===== src/rtl/fp_pkg.sv =====
// Shared definitions for the single-precision multiplier datapath:
// status bit positions, rounding modes and the result record.
package fp_pkg;

  localparam int ST_ZERO    = 0;
  localparam int ST_INF     = 1;
  localparam int ST_NAN     = 2;
  localparam int ST_TINY    = 3;
  localparam int ST_HUGE    = 4;
  localparam int ST_INEXACT = 5;

  typedef enum logic [2:0] {
    IEEE_near,
    IEEE_zero,
    IEEE_pinf,
    IEEE_ninf,
    away_zero
  } rnd_mode_t;

  // Status sits above the result word so {status, z} reads naturally.
  typedef struct packed {
    logic [7:0]  status;
    logic [31:0] z;
  } fp_res_t;

  function automatic fp_res_t pack_res(input logic [31:0] z, input logic [7:0] status);
    fp_res_t r;
    r.status = status;
    r.z      = z;
    return r;
  endfunction

endpackage


===== src/rtl/fp_res_fifo.sv =====
// Result storage FIFO: DEPTH entries of fp_res_t, combinational head read,
// push while full is accepted only together with a pop.
module fp_res_fifo
  import fp_pkg::*;
#(
  parameter int DEPTH = 4
) (
  input  logic    clk,
  input  logic    rst_n,
  input  logic    push,
  input  logic    pop,
  input  fp_res_t wdata,
  output fp_res_t rdata,
  output logic    full,
  output logic    empty
);

  localparam int AW = $clog2(DEPTH);
  localparam int CW = AW + 1;

  fp_res_t         mem [DEPTH];
  logic [AW-1:0]   wr_ptr_reg;
  logic [AW-1:0]   rd_ptr_reg;
  logic [CW-1:0]   count_reg;
  logic [CW-1:0]   count_next;
  logic            wr_en;
  logic            rd_en;

  assign full  = (count_reg == CW'(DEPTH));
  assign empty = (count_reg == '0);
  assign rd_en = pop && !empty;
  assign wr_en = push && (!full || rd_en);
  assign rdata = mem[rd_ptr_reg];

  // Storage is reset so the head reads zero straight out of reset.
  for (genvar gi = 0; gi < DEPTH; gi++) begin : g_mem
    always_ff @(posedge clk or negedge rst_n) begin
      if (!rst_n) begin
        mem[gi] <= '0;
      end else if (wr_en && (wr_ptr_reg == AW'(gi))) begin
        mem[gi] <= wdata;
      end
    end
  end

  always_comb begin
    count_next = count_reg;
    if (wr_en && !rd_en) begin
      count_next = count_reg + CW'(1);
    end else if (rd_en && !wr_en) begin
      count_next = count_reg - CW'(1);
    end
  end

  always_ff @(posedge clk or negedge rst_n) begin
    if (!rst_n) begin
      wr_ptr_reg <= '0;
      rd_ptr_reg <= '0;
      count_reg  <= '0;
    end else begin
      if (wr_en) wr_ptr_reg <= wr_ptr_reg + AW'(1);
      if (rd_en) rd_ptr_reg <= rd_ptr_reg + AW'(1);
      count_reg <= count_next;
    end
  end

endmodule


===== src/rtl/fp_mult_result_buf.sv =====
// Multiplier result buffer: FIFO, issue-credit counter, sticky flags and error.
// Optional same-cycle bypass when empty is enabled by defining FP_RES_BYPASS_EN.
module fp_mult_result_buf
  import fp_pkg::*;
#(
  parameter int DEPTH = 4
) (
  input  logic        clk,
  input  logic        rst_n,
  input  logic        issue_fire,
  output logic        issue_ok,
  input  logic        in_valid,
  input  logic [31:0] z_in,
  input  logic [7:0]  status_in,
  output logic        out_valid,
  input  logic        out_ready,
  output logic [31:0] z_out,
  output logic [7:0]  status_out,
  output logic [7:0]  flags_acc,
  input  logic        flags_clr,
  output logic        err
);

  localparam int AW = $clog2(DEPTH);
  localparam int CW = AW + 1;

  fp_res_t       fifo_head;
  fp_res_t       out_res;
  logic          fifo_full;
  logic          fifo_empty;
  logic          fifo_push;
  logic          fifo_pop;
  logic          pop;
  logic          overflow;
  logic          cr_inc;
  logic          cr_dec;
  logic [CW-1:0] cr_reg;
  logic [CW-1:0] cr_next;
  logic [7:0]    flags_reg;
  logic [7:0]    flags_next;
  logic          err_reg;

  fp_res_fifo #(.DEPTH(DEPTH)) u_fifo (
    .clk   (clk),
    .rst_n (rst_n),
    .push  (fifo_push),
    .pop   (fifo_pop),
    .wdata (pack_res(z_in, status_in)),
    .rdata (fifo_head),
    .full  (fifo_full),
    .empty (fifo_empty)
  );

`ifdef FP_RES_BYPASS_EN
  logic bypass;
  assign bypass    = fifo_empty && in_valid;
  assign out_valid = !fifo_empty || in_valid;
  assign out_res   = bypass ? pack_res(z_in, status_in) : fifo_head;
  // A bypassed result taken this cycle never lands in storage.
  assign fifo_push = in_valid && !(bypass && out_ready);
`else
  assign out_valid = !fifo_empty;
  assign out_res   = fifo_head;
  assign fifo_push = in_valid;
`endif

  assign z_out      = out_res.z;
  assign status_out = out_res.status;
  assign pop        = out_valid && out_ready;
  assign fifo_pop   = pop && !fifo_empty;
  assign overflow   = in_valid && fifo_full && !fifo_pop;

  assign issue_ok = (cr_reg != CW'(DEPTH));
  assign cr_inc   = issue_fire && issue_ok;
  // Floor at zero so a protocol-violating upstream cannot wrap the counter.
  assign cr_dec   = pop && (cr_reg != '0);

  always_comb begin
    cr_next = cr_reg;
    if (cr_inc && !cr_dec) begin
      cr_next = cr_reg + CW'(1);
    end else if (cr_dec && !cr_inc) begin
      cr_next = cr_reg - CW'(1);
    end
  end

  always_comb begin
    flags_next = flags_clr ? 8'h00 : flags_reg;
    if (in_valid) flags_next = flags_next | status_in;
  end

  always_ff @(posedge clk or negedge rst_n) begin
    if (!rst_n) begin
      cr_reg    <= '0;
      flags_reg <= '0;
      err_reg   <= 1'b0;
    end else begin
      cr_reg    <= cr_next;
      flags_reg <= flags_next;
      if (overflow || (issue_fire && !issue_ok)) err_reg <= 1'b1;
    end
  end

  assign flags_acc = flags_reg;
  assign err       = err_reg;

endmodule


===== config.mk =====
export PLATFORM = sky130hd
export DESIGN_NAME = fp_mult_result_buf
export DESIGN_NICKNAME = d
export VERILOG_FILES = /design/src/rtl/fp_pkg.sv /design/src/rtl/fp_res_fifo.sv /design/src/rtl/fp_mult_result_buf.sv
export SDC_FILE = /design/constraint.sdc
export NUM_CORES = 1
export LEC_CHECK = 0
export CAP_MARGIN = 10
export CORE_ASPECT_RATIO = 0.9
export CORE_MARGIN = 10
export CORE_UTILIZATION = 56
export DETAILED_ROUTE_END_ITERATION = 16
export GPL_TIMING_DRIVEN = 0
export PLACE_DENSITY = 0.8
export SYNTH_ARGS = -nofsm -noshare
export SYNTH_HDL_FRONTEND = slang
export SYNTH_SLANG_ARGS = --single-unit

===== constraint.sdc =====
create_clock -name clk -period 2.5 [get_ports clk]
set_input_delay 0.5 -clock clk [delete_from_list [all_inputs] [get_ports clk]]
set_output_delay 0.5 -clock clk [all_outputs]
set_load 0.03 [all_outputs]

==> run metrics <==
Worst path depth 3; Max VDD drop 694 µV; gr usage total 17.6%; Antenna Nets Post-Route 0; min cycle time layout 2.51 ns; Critical Path Sink Type primary output; top cells by area, synth dfrtp_1 (57%), mux2_2 (23%), mux4_2 (11%), buf_6 (2.3%), ha_1 (0.95%); worst skew pair latency 0.42 ns; Slowest-stage cell, CP mux4_2; wire per inst 20.5 µm; Mapped Cells 476; worst slew pin tran 0.623 ns; Total Power 14700 µW; initial antenna violation count 0; pin count of the biggest net entering global routing 129; Worst EP arrival 2.01 ns; Routed Wire Length 16400 µm; Port Buffers 96; Max stage delay on crit path 0.52 ns; Die Y 133 µm; total number of vias 4369; sequential-to-total area share from yosys stat 56.8%; CP cell instances buf_8, mux4_2, dlygate4sd2_1; leakage 0.00409 µW; Avg Cell Area, Syn 16.6 µm²; nets@finish 648; clock skew 0.00714 ns; post-route insts no fill 800; post-synth top area cell dfrtp_1; Hold Crit Depth 1; Setup WS post-layout -0.00646 ns; CTS tree done; Max Clock Freq 0.399 GHz; DRC 0; CTS clk-pin slew, worst paths 0.06 ns; total CTS buffers 17; Period Utilization, post-route 100%; headroom to the max-slew limit 58.4%; first-pass GRT wire length 27100 µm; YS warnings 0; post-synthesis register bit count 179; library cells used by synthesis 21; CP required 2.00 ns; Worst Setup Start Kind flip-flop; post-synth top area share 56.8%; Final Hold Viols 0; share of cells above drive strength 1 49.9%; Worst Path Buf+Inv 2; Placement Rows 41; vias in the first global route 5028; area grow syn2layout 22.9%; htree depth 4; kind of critical path reg -> out; RSZ-0062 raised after global routing yes; IO Count 97; Crit Path Max Fanout 10; outcome complete, but fails checks; max cap viols 0; Worst Hold Class reg -> reg; vias per inst 5.46; synthesized area 0.00789 mm²; Placer Congestion 0.728; Syn Nets 530; First-pass DRT Iterations 4; worst r2r path cells 6; Hold Slack 0.491 ns; Initial Util 56.7%; Biggest register u_fifo.mem; die area 0.0192 mm²; DRT iter0 DRCs 210; cell family with most CP delay buffers and inverters; Core ar. 0.0139 mm²; Clock Tree Buf Depth 2; Final Util 69.7%; Antenna Cells 0; max reg flops 160; failing checks negative setup slack; Max Slew Vio Count 0; GRT Residual Overflow 0; clock sinks 179; Placed Cells 766; fillers 932; Root Driver clkbuf_16; PwrDens 1510 mW/mm²; post-DP HPWL 11100 µm; Die X 145 µm; Final setup viols 1
[logic make-up after synthesis]
group,synth area share (%)
AOI/OAI and AO/OA,0.873
xor gates and xnor gates,1.00
adders and majority gates,1.46
buffers and inverters,3.54
DFF,56.8
muxes,34.7
and+or+nand+nor,1.62
[where the power goes]
group / switching, µW / internal, µW / leakage [µW]
combinational: 3370 / 3460 / 0.00169
sequential: 800 / 4340 / 0.00212
clock: 1120 / 1590 / 0.000284
total: 5290 / 9390 / 0.00409
[synthesized netlist by cell type, drive strengths merged]
cell and count:
or3 1, fa 2, o31a 1, buf 20
inv 14, mux2 163, xnor2 4, ha 6
nor4b 1, o21ai 8, nor2 7, mux4 40
o31ai 1, a221o 1, and2b 1, dfrtp 179
nand2 13, and2 2, clkbuf 7, xor2 5
[layout by cell type (no fill, tap or decap), drive strengths merged]
cell type,netlist,layout
inv,14,18
clkinvlp,0,4
and2,2,2
fa,2,2
mux4,40,40
nor4b,1,1
dlygate4sd2,0,8
buf,20,35
clkbuf,7,39
or3,1,1
nor2,7,7
nand2,13,13
clkdlybuf4s15,0,7
o31a,1,1
bufinv,0,3
o31ai,1,1
o21ai,8,8
ha,6,6
xnor2,4,4
clkinv,0,3
clkdlybuf4s50,0,54
mux2,163,163
a221o,1,1
dlygate4sd3,0,1
dfrtp,179,179
xor2,5,5
and2b,1,1
[final cells by class]
| cell class | instances | area, µm² | share of cell area [%] |
|---|---|---|---|
| Tap cell | 193 | 241 | 2.49 |
| Inverter | 14 | 52.6 | 0.542 |
| Buffer | 25 | 278 | 2.87 |
| Multi-Input combinational cell | 256 | 3130 | 32.3 |
| Clock buffer | 18 | 429 | 4.43 |
| Timing Repair Buffer | 101 | 907 | 9.36 |
| Clock inverter | 14 | 178 | 1.83 |
| Sequential cell | 179 | 4480 | 46.2 |
[layer usage]
metal  vias to the layer above  global-route usage, %  part of all wire, %
met5                         -                      0                    0
met4                         0                   4.04                 0.69
met3                        11                   4.74                  3.2
met2                        62                   30.6                   53
met1                      2336                   21.5                   43
li1                       1960                      -                    -
[repair_timing]
action	in CTS	in global routing
buffers inserted	3	0
hold endpoints to repair	51	0
setup endpoints to repair	41	34
hold buffers	1	0
resized for setup	99	51
[through the flow]
| stage | instance area (µm²) | setup WS (ns) | TNS, ns |
|---|---|---|---|
| final | 9690 | -0.00646 | -0.00646 |
| after global placement | 9090 | -5.91 | -1067.73 |
| after floorplan | 7890 | 0.375 | 0 |
| after global routing | 9690 | -0.0782 | -0.378 |
| after CTS | 9800 | -0.0828 | -0.590 |
| after detailed placement | 9120 | -0.443 | -13.42 |
[worst paths after layout]
| kind | to | slack [ns] | from |
|---|---|---|---|
| setup / recovery | status_out[1] | -0.006 | u_fifo.rd_ptr_reg[0] |
| hold / removal | cr_reg[2] | 0.49 | cr_reg[2] |
| setup reg to reg | u_fifo.count_reg[1] | 0.20 | u_fifo.count_reg[0] |
| hold reg to reg | cr_reg[2] | 0.49 | cr_reg[2] |
| max in group asynchronous | u_fifo.mem[21] | 0.99 | rst_n |
| min in group asynchronous | u_fifo.mem[55] | 0.57 | rst_n |
No activity file was read; power rests on OpenSTA's default activity.
